$ cat src/rtl/laser_rx_buffer.sv
// -----------------------------------------------------------------------------
// laser_rx_buffer
//
// Receive FIFO for a two-lane laser receiver. Each rising edge of data_valid
// captures one byte pair {data1_in, data2_in} into a first-word fall-through
// FIFO. If a pair arrives while the FIFO is full, it is dropped and the sticky
// overflow flag is set.
//
// Optional feature macro: LASER_RX_BUFFER_STATS_EN
//   defined   : accepted_count / dropped_count are saturating event counters
//   undefined : both outputs are tied to zero and no counter logic exists
//
// Parameters
//   DEPTH          FIFO entries, power of two, 2..256
//
// Ports
//   clock          single clock for all state
//   reset          asynchronous, active-high reset
//   data_valid     level from the receiver; a rising edge requests a push
//   data1_in       lane-1 received byte
//   data2_in       lane-2 received byte
//   rd_en          consumer pop request (ignored while empty)
//   flush          synchronous clear of pointers and count
//   clear_ovf      synchronous clear of overflow (a new overflow wins)
//   dout           head entry {lane1, lane2}, 16'h0000 while empty
//   empty / full   occupancy flags
//   count          current entry count
//   overflow       sticky drop flag
//   accepted_count accepted-push counter (stats build only)
//   dropped_count  dropped-push counter (stats build only)
// -----------------------------------------------------------------------------
module laser_rx_buffer #(
  parameter int DEPTH = 16
) (
  input  logic                   clock,
  input  logic                   reset,
  input  logic                   data_valid,
  input  logic [7:0]             data1_in,
  input  logic [7:0]             data2_in,
  input  logic                   rd_en,
  input  logic                   flush,
  input  logic                   clear_ovf,
  output logic [15:0]            dout,
  output logic                   empty,
  output logic                   full,
  output logic [$clog2(DEPTH):0] count,
  output logic                   overflow,
  output logic [15:0]            accepted_count,
  output logic [15:0]            dropped_count
);

  localparam int AW = $clog2(DEPTH);
  localparam int CW = AW + 1;

  logic [15:0]   mem [DEPTH];
  logic [AW-1:0] wr_ptr;
  logic [AW-1:0] rd_ptr;
  logic          data_valid_q;

  logic push_req;
  logic do_push;
  logic do_pop;
  logic do_drop;

  assign empty = (count == '0);
  assign full  = (count == CW'(DEPTH));

  // A push is a rising edge of data_valid. Flush overrides every queue
  // operation in its cycle. A pop frees a slot, so a full FIFO still accepts
  // a push in the same cycle; a pop on an empty FIFO is ignored.
  assign push_req = data_valid & ~data_valid_q & ~flush;
  assign do_pop   = rd_en & ~empty & ~flush;
  assign do_push  = push_req & (~full | do_pop);
  assign do_drop  = push_req & full & ~do_pop;

  assign dout = empty ? 16'h0000 : mem[rd_ptr];

  // data_valid_q resets high so a level held across reset release is not
  // treated as a rising edge.
  // NOTE: all sequential state uses non-blocking assignments so every register
  // samples pre-edge values regardless of block ordering.
  always_ff @(posedge clock or posedge reset) begin
    if (reset) begin
      data_valid_q <= 1'b1;
    end else begin
      data_valid_q <= data_valid;
    end
  end

  always_ff @(posedge clock or posedge reset) begin
    if (reset) begin
      wr_ptr <= '0;
      rd_ptr <= '0;
      count  <= '0;
    end else if (flush) begin
      wr_ptr <= '0;
      rd_ptr <= '0;
      count  <= '0;
    end else begin
      if (do_push) wr_ptr <= wr_ptr + AW'(1);
      if (do_pop)  rd_ptr <= rd_ptr + AW'(1);
      case ({do_push, do_pop})
        2'b10:   count <= count + CW'(1);
        2'b01:   count <= count - CW'(1);
        default: count <= count;
      endcase
    end
  end

  // NOTE: the storage array has no reset; stale contents are unreachable
  // because dout is forced to zero while empty and pointers do reset.
  always_ff @(posedge clock) begin
    if (do_push) mem[wr_ptr] <= {data1_in, data2_in};
  end

  // Setting takes priority over clearing.
  always_ff @(posedge clock or posedge reset) begin
    if (reset) begin
      overflow <= 1'b0;
    end else if (do_drop) begin
      overflow <= 1'b1;
    end else if (clear_ovf) begin
      overflow <= 1'b0;
    end
  end

`ifdef LASER_RX_BUFFER_STATS_EN
  // Saturating counters; flush does not clear them.
  always_ff @(posedge clock or posedge reset) begin
    if (reset) begin
      accepted_count <= '0;
      dropped_count  <= '0;
    end else begin
      if (do_push && accepted_count != 16'hFFFF) accepted_count <= accepted_count + 16'd1;
      if (do_drop && dropped_count  != 16'hFFFF) dropped_count  <= dropped_count  + 16'd1;
    end
  end
`else
  assign accepted_count = 16'h0000;
  assign dropped_count  = 16'h0000;
`endif

endmodule

$ cat config.mk
export PLATFORM = sky130hd
export DESIGN_NAME = laser_rx_buffer
export DESIGN_NICKNAME = d
export VERILOG_FILES = /design/src/rtl/laser_rx_buffer.sv
export SDC_FILE = /design/constraint.sdc
export NUM_CORES = 1
export LEC_CHECK = 0
export BUFFER_PORTS_ARGS = -buffer_cell sky130_fd_sc_hd__buf_2
export CAP_MARGIN = 25
export CORE_MARGIN = 3
export CORE_UTILIZATION = 65
export DETAILED_ROUTE_END_ITERATION = 16
export PLACE_DENSITY_LB_ADDON = 0.25
export RECOVER_POWER = 50
export SLEW_MARGIN = 25
export SYNTH_ARGS = -nofsm -noshare
export SYNTH_HDL_FRONTEND = slang
export SYNTH_SLANG_ARGS = --single-unit
$ cat constraint.sdc
create_clock -name clock -period 5.8 [get_ports clock]
set_input_delay 0.58 -clock clock [delete_from_list [all_inputs] [get_ports clock]]
set_output_delay 0.58 -clock clock [all_outputs]
set_load 0.01 [all_outputs]
==> run metrics <==
status=finished, final reports clean; n_diodes=0; Worst-path clk slew=0.06 ns; fin crit period=3.84 ns; dpl ws=2.50 ns; VDD IR max=340 µV; Post-DRT Antenna Nets=0; clk buf depth=3; ys async rst share=5.54%; Final Power=4.89 mW; Crit. End Element=primary output; DRT iter0 DRCs=566; Lkg Pwr=3.98 nW; die width=137 µm; library cells used by synthesis=45; Post-CTS Resized=0; Synth Area per Inst=19.6 µm²; initial antenna violation count=0; measured slew at the worst slew-check pin=0.961 ns; register area share after synthesis=72.3%; drt pass-1 iters=5; fin util=74.8%; worst-skew pair later-pin latency=0.52 ns; vias in the first global route=5,684; core area=16,700 µm²; Hold-fix buffers, CTS=0; final setup vio count=0; CTS tree=built; fmax=260 MHz; Initial Util=66.8%; first-pass GRT wire length=34.0 mm; Max Clock Skew=0.0130 ns; Cells after Synth=570; count of final hold-check violations=0; post-synth top area share=68.9%; dominant cell type by area after synthesis=edfxtp_1; Final Cycle Share=66.3%; top_reg_cell synth=edfxtp_1; vias=5,635; Placer Congestion=0.793; Row Count=47; fillers=965; Die Y=137 µm; GRT Overall Usage=24.9%; Ys Warns=0; CP Max Fanout=57; buffers added on ports=45; nets@finish=664; average wire per cell in the routed design=25.7 µm; # clock sinks=271; Slew HR=35.9%; synthesized flop and latch total=271; DP HPWL=12.9 mm; max-cap violation count=0; Setup CP Type=flop to primary output; Post-CTS Setup Inserts=0; FF-to-FF setup slack=2.16 ns; GRT Residual Overflow=0; Post-synth EDFFs=256; crit path DAT=3.26 ns; worst setup margin=1.96 ns; largest net degree at the start of global routing=58; Commonest cells post-synth=edfxtp_1, mux4_2, buf_4; pwr/cell area=391 nW/µm²; layout cells sized above 1=26.5%; top-count cell post-synth=edfxtp_1; setup TNS=0 ns; final wirelength=22.4 mm; RSZ-0062 raised after global routing=false; Vias/cell=6.46; # DRC=0; largest cells by area after synthesis=edfxtp_1, mux4_2, dfrtp_1; number of I/O pins=78; Startpoint Class=flop; Syn Std Cell Area=11,200 µm²; Final Max Tran Viols=0; total CTS buffers=27; Layout area overhead=12.0%; H-Tree Depth=1; root buffer cell=clkbuf_16; required time of the critical path=5.22 ns; Hold WC Path Type=input port to asynchronous set/reset pin; Total Die Area=18,800 µm²
## cells in the final DEF (no fill, tap or decap), drive strengths merged, types with 8 or more instances in the layout
cell | netlist | routed
a211oi | 32 | 32
mux2i | 18 | 18
ha | 8 | 8
nor4 | 13 | 13
edfxtp | 256 | 256
mux4 | 64 | 64
buf | 49 | 44
nor2b | 17 | 17
nor2 | 18 | 18
clkbuf | 15 | 54
clkinv | 0 | 13
conb | 1 | 32
inv | 15 | 15
dfrtp | 14 | 14
## final cells by class
type                       count  area [µm²]  area share (%)
clock buffer                  31         691            5.53
inverter                      15        56.3           0.451
timing repair buffer          67         365            2.93
multi-input combinational    251        2870            23.0
tap                          220         275            2.20
sequential                   271        8070            64.6
clock inverter                17         154            1.23
## metal layers
layer | track usage, % | wire length [µm] | vias up
met5 | 0 | 0 | -
met4 | 9.37 | 692 | 0
met3 | 4.30 | 1740 | 54
met2 | 39.3 | 11000 | 274
met1 | 35.9 | 8930 | 2915
li1 | - | - | 2392
## power breakdown
group	switching, mW	total [mW]	internal (mW)
sequential	0.111	2.28	2.17
combinational	0.512	0.954	0.442
clock	0.671	1.65	0.980
total	1.29	4.89	3.59
## path summary, 6_finish.rpt
kind / startpoint / to / cells after the start
max: rd_ptr[1] / dout[6] / 6
min: reset / wr_ptr[0] / 2
max reg2reg: count[3] / count[4] / 9
min reg2reg: overflow / overflow / 1
max in group asynchronous: reset / rd_ptr[1] / 2
min in group clock: data_valid / data_valid_q / 1
## registers in the layout (all words and copies together), names as in the netlist
name and cells:
wr_ptr 4, count 5, mem 256, rd_ptr 4
overflow 1, data_valid_q 1
## cell families after synthesis
logic type      count (synthesis)  synth area share, %
flops                         271                 72.3
fa+ha+maj                       9                 1.08
buf+inv                        79                 4.04
simple gates                   68                 3.53
mux                            86                 15.0
compound gates                 52                 3.66
xor+xnor                        4                0.314
other cells                     1               0.0336
## through the flow
| step | cell area [µm²] | cells | hold slack, ns |
|---|---|---|---|
| 4_1_cts | 12500 | 871 | 0.138 |
| 3_5_place_dp | 11600 | 823 | 0.482 |
| 2_1_floorplan | 11300 | 601 | 0.481 |
| 6_report | 12500 | 872 | 0.134 |
| 5_1_grt | 12500 | 872 | 0.168 |
| 3_3_place_gp | 11600 | 823 | 0.475 |
## worst max-delay path, cell delays in order, from the launching register on
cell,delay [ns]
dfrtp_4,1.03
buf_4,0.38
mux4_2,0.51
nor2b_1,0.14
a211oi_1,0.32
a211oi_1,0.11
buf_2,0.18
Note: power is estimated with default switching activity, not from simulation.
